[config.mk]
export PLATFORM = sky130hd
export DESIGN_NAME = ball_link_tx_sequencer
export DESIGN_NICKNAME = d
export VERILOG_FILES = /design/src/rtl/pong_link_pkg.sv /design/src/rtl/link_cmd_port.sv /design/src/rtl/ball_link_tx_sequencer.sv
export SDC_FILE = /design/constraint.sdc
export NUM_CORES = 1
export LEC_CHECK = 0
export ABC_CLOCK_PERIOD_IN_PS = 2700
export BUFFER_PORTS_ARGS = -buffer_cell sky130_fd_sc_hd__buf_2
export CAP_MARGIN = 20
export CORE_AREA = 2 2 83 85
export CTS_CLUSTER_SIZE = 28
export DETAILED_ROUTE_END_ITERATION = 7
export DIE_AREA = 0 0 85 87
export PLACE_DENSITY = 0.75
export SKIP_CTS_REPAIR_TIMING = 1
export SLEW_MARGIN = 5
export SYNTH_ARGS = -nofsm -noshare
export SYNTH_HDL_FRONTEND = slang
export SYNTH_SLANG_ARGS = --single-unit
[constraint.sdc]
create_clock -name clk_25MHZ -period 2.7 [get_ports clk_25MHZ]
set_input_delay 0 -clock clk_25MHZ [delete_from_list [all_inputs] [get_ports clk_25MHZ]]
set_output_delay 0 -clock clk_25MHZ [all_outputs]
set_load 0.05 [all_outputs]
[src/rtl/pong_link_pkg.sv]
// rtl/pong_link_pkg.sv - shared command, register map and packet constants for the pong board link
package pong_link_pkg;

    typedef enum logic [1:0] {
        CMD_START = 2'd0,
        CMD_WRITE = 2'd1,
        CMD_STOP  = 2'd2
    } cmd_op_t;

    localparam logic [7:0] REG_BALL_BASE      = 8'h00;
    localparam logic [7:0] REG_WIN            = 8'h05;
    localparam logic [2:0] BALL_PKT_LEN       = 3'd5;
    localparam logic [2:0] WIN_PKT_LEN        = 3'd1;
    localparam int         PKT_BUF_LEN        = 6;
    localparam logic [6:0] DEFAULT_SLAVE_ADDR = 7'h42;

    // Address byte of a write transfer: 7-bit address with R/W = 0.
    function automatic logic [7:0] addr_write_byte(input logic [6:0] addr);
        return {addr, 1'b0};
    endfunction

endpackage

[src/rtl/link_cmd_port.sv]
// rtl/link_cmd_port.sv - single-outstanding command handshake with response timeout
module link_cmd_port
    import pong_link_pkg::*;
#(
    parameter int RESP_TIMEOUT = 25000
) (
    input  logic       clk_25MHZ,
    input  logic       reset,
    input  logic       req,
    input  cmd_op_t    op,
    input  logic [7:0] data,
    output logic       cmd_valid,
    output logic [1:0] cmd_op,
    output logic [7:0] cmd_data,
    input  logic       cmd_ready,
    input  logic       resp_valid,
    input  logic       resp_nack,
    output logic       rsp_ok,
    output logic       rsp_nack,
    output logic       rsp_timeout
);

    localparam logic [14:0] TIMEOUT_LAST = 15'(RESP_TIMEOUT - 1);

    logic        waiting;
    logic [14:0] timeout_cnt;
    logic        is_write;
    logic        timeout_hit;

    assign is_write    = (op == CMD_WRITE);
    assign timeout_hit = (timeout_cnt == TIMEOUT_LAST);

    // The command is offered while requested and nothing is outstanding;
    // op/data are zeroed outside a valid WRITE so the bus stays quiet.
    assign cmd_valid = req & ~waiting;
    assign cmd_op    = cmd_valid ? op : CMD_START;
    assign cmd_data  = (cmd_valid && is_write) ? data : 8'h00;

    // NACK only means something on a WRITE; a response that lands on the
    // last counted cycle still wins over the timeout.
    assign rsp_ok      = waiting & resp_valid & ~(resp_nack & is_write);
    assign rsp_nack    = waiting & resp_valid & resp_nack & is_write;
    assign rsp_timeout = waiting & ~resp_valid & timeout_hit;

    // Track the outstanding command and count cycles since it was accepted.
    always_ff @(posedge clk_25MHZ or posedge reset) begin
        if (reset) begin
            waiting     <= 1'b0;
            timeout_cnt <= '0;
        end else if (cmd_valid && cmd_ready) begin
            waiting     <= 1'b1;
            timeout_cnt <= '0;
        end else if (waiting) begin
            if (resp_valid || timeout_hit) begin
                waiting     <= 1'b0;
                timeout_cnt <= '0;
            end else begin
                timeout_cnt <= timeout_cnt + 15'd1;
            end
        end
    end

endmodule

[src/rtl/ball_link_tx_sequencer.sv]
// rtl/ball_link_tx_sequencer.sv - ball/win packet sequencer driving the byte-level I2C master
module ball_link_tx_sequencer
    import pong_link_pkg::*;
#(
    parameter logic [6:0] SLAVE_ADDR     = DEFAULT_SLAVE_ADDR,
    parameter int         MAX_RETRY      = 3,
    parameter int         RESP_TIMEOUT   = 25000,
    parameter int         BACKOFF_CYCLES = 2500
) (
    input  logic       clk_25MHZ,
    input  logic       reset,
    input  logic       ball_req,
    input  logic [9:0] ball_y,
    input  logic [7:0] ball_vy,
    input  logic [1:0] gravity_phase,
    input  logic       ball_fast,
    input  logic       win_req,
    input  logic       win_flag,
    output logic       cmd_valid,
    output logic [1:0] cmd_op,
    output logic [7:0] cmd_data,
    input  logic       cmd_ready,
    input  logic       resp_valid,
    input  logic       resp_nack,
    output logic       busy,
    output logic       done,
    output logic       done_win,
    output logic       fail
);

    localparam int                 RETRY_W      = (MAX_RETRY < 2) ? 1 : $clog2(MAX_RETRY + 1);
    localparam logic [RETRY_W-1:0] RETRY_LIMIT  = RETRY_W'(MAX_RETRY);
    localparam logic [11:0]        BACKOFF_LAST = 12'(BACKOFF_CYCLES - 1);

    typedef enum logic [2:0] {
        S_IDLE,
        S_START,
        S_ADDR,
        S_REG,
        S_DATA,
        S_STOP,
        S_BACKOFF,
        S_FINISH
    } state_t;

    state_t             state;
    state_t             state_n;
    logic [7:0]         pkt [PKT_BUF_LEN];
    logic [2:0]         pkt_len;
    logic [7:0]         reg_addr;
    logic               is_win;
    logic [2:0]         idx;
    logic [RETRY_W-1:0] retry;
    logic               failed;
    logic [11:0]        backoff_cnt;

    logic               port_req;
    cmd_op_t            port_op;
    logic [7:0]         port_data;
    logic               rsp_ok;
    logic               rsp_nack;
    logic               rsp_timeout;
    logic               rsp_fail;
    logic               accept_req;
    logic               backoff_done;
    logic               can_retry;
    logic               last_byte;

    assign rsp_fail     = rsp_nack | rsp_timeout;
    assign accept_req   = (state == S_IDLE) && (win_req || ball_req);
    assign backoff_done = (state == S_BACKOFF) && (backoff_cnt == BACKOFF_LAST);
    assign can_retry    = (retry < RETRY_LIMIT);
    assign last_byte    = (idx == pkt_len - 3'd1);

    link_cmd_port #(
        .RESP_TIMEOUT (RESP_TIMEOUT)
    ) u_cmd_port (
        .clk_25MHZ   (clk_25MHZ),
        .reset       (reset),
        .req         (port_req),
        .op          (port_op),
        .data        (port_data),
        .cmd_valid   (cmd_valid),
        .cmd_op      (cmd_op),
        .cmd_data    (cmd_data),
        .cmd_ready   (cmd_ready),
        .resp_valid  (resp_valid),
        .resp_nack   (resp_nack),
        .rsp_ok      (rsp_ok),
        .rsp_nack    (rsp_nack),
        .rsp_timeout (rsp_timeout)
    );

    // State register.
    always_ff @(posedge clk_25MHZ or posedge reset) begin
        if (reset) begin
            state <= S_IDLE;
        end else begin
            state <= state_n;
        end
    end

    // Snapshot the winning request's payload so later input changes are not sent.
    always_ff @(posedge clk_25MHZ or posedge reset) begin
        if (reset) begin
            for (int i = 0; i < PKT_BUF_LEN; i++) begin
                pkt[i] <= 8'h00;
            end
            pkt_len  <= 3'd0;
            reg_addr <= 8'h00;
            is_win   <= 1'b0;
        end else if (accept_req) begin
            if (win_req) begin
                pkt[0]   <= {7'b0, win_flag};
                pkt[1]   <= 8'h00;
                pkt[2]   <= 8'h00;
                pkt[3]   <= 8'h00;
                pkt[4]   <= 8'h00;
                pkt[5]   <= 8'h00;
                pkt_len  <= WIN_PKT_LEN;
                reg_addr <= REG_WIN;
                is_win   <= 1'b1;
            end else begin
                pkt[0]   <= {ball_y[9:8], 6'b0};
                pkt[1]   <= ball_y[7:0];
                pkt[2]   <= ball_vy;
                pkt[3]   <= {6'b0, gravity_phase};
                pkt[4]   <= {7'b0, ball_fast};
                pkt[5]   <= 8'h00;
                pkt_len  <= BALL_PKT_LEN;
                reg_addr <= REG_BALL_BASE;
                is_win   <= 1'b0;
            end
        end
    end

    // Byte index, retry count, failure mark and backoff timer.
    always_ff @(posedge clk_25MHZ or posedge reset) begin
        if (reset) begin
            idx         <= 3'd0;
            retry       <= '0;
            failed      <= 1'b0;
            backoff_cnt <= 12'd0;
        end else begin
            if (accept_req) begin
                idx    <= 3'd0;
                retry  <= '0;
                failed <= 1'b0;
            end
            if (state == S_DATA && rsp_ok) begin
                idx <= idx + 3'd1;
            end
            if ((state inside {S_ADDR, S_REG, S_DATA}) && rsp_fail) begin
                failed <= 1'b1;
            end
            if (state == S_BACKOFF) begin
                if (backoff_done) begin
                    backoff_cnt <= 12'd0;
                    if (can_retry) begin
                        retry  <= retry + 1'b1;
                        idx    <= 3'd0;
                        failed <= 1'b0;
                    end
                end else begin
                    backoff_cnt <= backoff_cnt + 12'd1;
                end
            end
        end
    end

    // Next state, command selection and status outputs.
    always_comb begin
        state_n   = state;
        port_req  = 1'b0;
        port_op   = CMD_START;
        port_data = 8'h00;
        busy      = (state != S_IDLE);
        done      = 1'b0;
        done_win  = 1'b0;
        fail      = 1'b0;
        case (state)
            S_IDLE: begin
                if (win_req || ball_req) begin
                    state_n = S_START;
                end
            end
            S_START: begin
                port_req = 1'b1;
                port_op  = CMD_START;
                // A START that never completes has no bus to release.
                if (rsp_ok || rsp_nack) begin
                    state_n = S_ADDR;
                end else if (rsp_timeout) begin
                    state_n = S_BACKOFF;
                end
            end
            S_ADDR: begin
                port_req  = 1'b1;
                port_op   = CMD_WRITE;
                port_data = addr_write_byte(SLAVE_ADDR);
                if (rsp_ok) begin
                    state_n = S_REG;
                end else if (rsp_fail) begin
                    state_n = S_STOP;
                end
            end
            S_REG: begin
                port_req  = 1'b1;
                port_op   = CMD_WRITE;
                port_data = reg_addr;
                if (rsp_ok) begin
                    state_n = S_DATA;
                end else if (rsp_fail) begin
                    state_n = S_STOP;
                end
            end
            S_DATA: begin
                port_req  = 1'b1;
                port_op   = CMD_WRITE;
                port_data = pkt[idx];
                if (rsp_ok) begin
                    state_n = last_byte ? S_STOP : S_DATA;
                end else if (rsp_fail) begin
                    state_n = S_STOP;
                end
            end
            S_STOP: begin
                port_req = 1'b1;
                port_op  = CMD_STOP;
                if (rsp_ok || rsp_nack) begin
                    state_n = failed ? S_BACKOFF : S_FINISH;
                end else if (rsp_timeout) begin
                    state_n = S_BACKOFF;
                end
            end
            S_BACKOFF: begin
                if (backoff_done) begin
                    if (can_retry) begin
                        state_n = S_START;
                    end else begin
                        fail    = 1'b1;
                        state_n = S_IDLE;
                    end
                end
            end
            S_FINISH: begin
                done     = 1'b1;
                done_win = is_win;
                state_n  = S_IDLE;
            end
            default: begin
                state_n = S_IDLE;
            end
        endcase
    end

endmodule

==> summary.md <==
| Metric | Value |
|---|---|
| Result of the run | complete, no violations |
| Synthesized Nets | 403 |
| Kind of launch point of the worst setup path | flop |
| Number of nets with antenna violations after routing | 0 |
| Endpoint arrival time on the critical path | 2.24 ns |
| Post-detailed-placement half-perimeter wirelength | 5.37 mm |
| Share of total power in combinational logic | 0.046 |
| Count of mapped cells out of synthesis | 370 |
| Parity-gate share of the synthesized area counting xor and xnor cells | 0.0349 |
| Number of instances in the placed design | 477 |
| GRT Total Usage | 0.221 |
| Number of primary I/O pins | 44 |
| Fin worst setup slack | 0.456 ns |
| Die ar. | 7400 um^2 |
| Clk root buf | clkbuf_8 |
| Switching power summed over all nets | 0.428 mW |
| Standard-cell row count | 30 |
| Part of the total power dissipated in sequential elements | 0.477 |
| Net Sw Frac | 0.220 |
| Clk_skew | 0.00571 ns |
| Floorplan die height | 87 um |
| Global placer's final weighted congestion | 0.876 |
| Tmin final | 2.24 ns |
| Arithmetic-cell share of the synthesized area counting full adders, half adders and majority gates | 0.0143 |
| Clock network fraction of design power | 0.477 |
| Fin cells | 518 |
| Number of search-and-repair iterations in the first detailed-routing pass | 4 |
| CP Buf/Inv Count | 1 |
| Insertion delay to the later sink of the worst-skew pair | 0.35 ns |
| Most area-consuming cells after synthesis | dfrtp_1 44%, nand2b_1 5.3%, nand2_1 4.8% |
| Sequence of cells on the critical path | ha_1 -> nor4b_2 -> nand3_1 -> nor2_1 -> and2_1 -> buf_2 |
| Post-detailed-route via-to-cell ratio | 5.80 |
| Effective utilization at floorplan | 0.534 |
| Maximum number of pins on one net before global-route repair | 54 |
| Detailed-route wire length | 8.16 mm |
| Hold_ws | 0.0259 ns |
| Worst min path class | primary input to flop |
| Share of final-layout standard cells stronger than drive strength 1 | 0.196 |
| Slowest cell on the critical path | dfrtp_1 |
| Largest delay share family, worst path | simple AND/OR/NAND/NOR gates |
| Avg Synthesized Cell Area | 9.49 um^2 |
| H-tree lvl count | 3 |
| Transition at the pin with the smallest max-transition slack | 0.811 ns |
| Leading register cell type out of synthesis | dfrtp_1 |
| Number of fillers in the final layout | 522 |
| Type of element capturing the critical path | primary output |
| Share of the synthesized area in the top cell type | 0.442 |
| Count of maximum capacitance violations | 0 |
| Setup repair after global routing missed its margin | false |
| Vias in the first global route | 2,665 |
| Peak supply drop | 331 uV |
| Multiplexer share of the synthesized area | 0.0275 |
| Pre-CTS WS | 0.739 ns |
| Share of flip-flops with an asynchronous set or reset after synthesis | 1.00 |
| Antenna violations before repair | 0 |
| Placeable core region | 6570 um^2 |
| Critical Path RT | 2.70 ns |
| Compound-cell area share of the yosys netlist | 0.169 |
| Maximum fanout encountered on the critical timing path | 5 |
| Post-Synthesis Cell Area | 3510 um^2 |
| Wire length of the first global-routing pass | 12.9 mm |
| Num CTS Buffers | 9 |
| Synth Register Bits | 62 |
| Count of warnings emitted by yosys | 0 |
| Final hold violation count | 0 |
| P_int | 1.52 mW |
| Period utilisation layout | 0.831 |
| Main combinational cell family by area after synthesis | simple AND/OR/NAND/NOR gates |
| Path type of the worst setup path | flop to primary output |
| Total of buffers placed on input and output ports | 43 |
| Diodes inserted | 0 |
| Delay contributed by the slowest stage of the critical path | 0.39 ns |
| Synth area leader | dfrtp_1 |
| Rel. slew slack | 0.459 |
| Power density relative to cell area | 459 nW/um^2 |
| Post-Synth Simple-Gate Area | 0.275 |
| Die boundary width | 85 um |
| CTS tree | yes |
| Number of nets in the layout | 466 |
| Max-slew violation count | 0 |
| Routed vias | 3,003 |
| CTS max path bufs | 2 |
| Leak pwr | 1.88 nW |
| Average routed wire per standard cell | 15.8 um |
| Most frequent cell after synthesis | dfrtp_1 |
| Count of cell types in the netlist | 64 |
| Number of synthesized flops with an enable pin | 0 |
| Gr ovfl total | 0 |
| Count of clock tree sinks | 62 |
| Most instantiated cells after synthesis | 62 x dfrtp_1, 45 x nand2_1, 30 x nand2b_1 |
| # setup viols final | 0 |
| Sequential element share of the synthesized area | 0.442 |
| Clk slew on worst S/H paths | 0.07 ns |
| Synthesis-to-finish area growth | 20.7% |
| Upper clock frequency limit | 0.446 GHz |
| Total Neg Setup Slack | 0 ns |
| Number of DRC violations after detailed-routing iteration 0 | 237 |
| DRC violation count after routing | 0 |
## layout by cell type (no fill, tap or decap), types with 10 or more instances in the layout
cell type,n
buf_2,43
clkbuf_8,10
nand2b_1,30
nand3_1,14
a21oi_1,18
o21ai_0,28
nand2_1,45
nor2_1,19
dlygate4sd3_1,24
dfrtp_1,62
nand4_1,10
## tightest hold or removal path, stage by stage
cell,delay (ns)
buf_2,0.12
o211ai_1,0.11
a31oi_2,0.10
## cell families (layout without fill, tap and decap cells)
group,Yosys count,count (layout)
DFF,62,62
adders and majority gates,4,4
xor gates and xnor gates,14,14
AOI/OAI and AO/OA,89,89
muxes,8,8
and+or+nand+nor,168,168
buffers and inverters,25,93
## power by group through the flow
stage                     clock, mW  combinational (mW)  sequential, mW
after floorplan                   0              0.0287           0.946
after global placement            0              0.0610           0.946
after detailed placement          0              0.0620           0.946
after CTS                     0.941              0.0620           0.928
after global routing          0.973              0.0994           0.928
final                         0.927              0.0897           0.928
## path summary, 6_finish.rpt
| check | start | to | slack, ns | cells past startpoint |
|---|---|---|---|---|
| min in group asynchronous | reset | u_cmd_port.timeout_cnt[9] | 0.36 | 3 |
| worst min-delay path | resp_nack | failed | 0.03 | 3 |
| max in group asynchronous | reset | pkt[8] | 1.62 | 4 |
| worst max-delay path | backoff_cnt[0] | fail | 0.46 | 6 |
| worst min register to register | pkt[8] | pkt[8] | 0.47 | 2 |
| worst max register to register | u_cmd_port.waiting | u_cmd_port.timeout_cnt[8] | 0.70 | 5 |
## area by class of cell
class,instances,area (um^2),area share
Tap cell,80,100,0.0236
Multi-Input combinational cell,283,1840,0.434
Inverter,5,18.8,0.00443
Clock buffer,10,138,0.0325
Sequential cell,62,1550,0.366
Timing Repair Buffer,72,505,0.119
Clock inverter,6,85.1,0.0201
## flip-flops by register name, indices dropped and copies added, names as in the netlist
signal                  count
state                       3
u_cmd_port.waiting          1
u_cmd_port.timeout_cnt     15
retry                       2
pkt_len                     2
failed                      1
reg_addr                    1
idx                         3
backoff_cnt                12
pkt                        22
## metrics by stage
stage | utilization | total power [mW] | instance area [um^2]
after floorplan | - | 0.975 | 3510
after CTS | 0.605 | 1.93 | 3980
after global routing | 0.645 | 2.00 | 4240
after detailed placement | 0.571 | 1.01 | 3750
final | 0.645 | 1.95 | 4240
after global placement | 0.571 | 1.01 | 3750
## routing by layer
metal  vias to the layer above  part of all wire  global-route usage
met5                         -                 0                   0
met2                        81              0.49               0.344
met3                        17             0.049              0.0398
met1                      1441              0.45               0.306
met4                         0             0.017              0.0924
li1                       1464                 -                   -
Note: power is estimated with default switching activity, not from simulation.
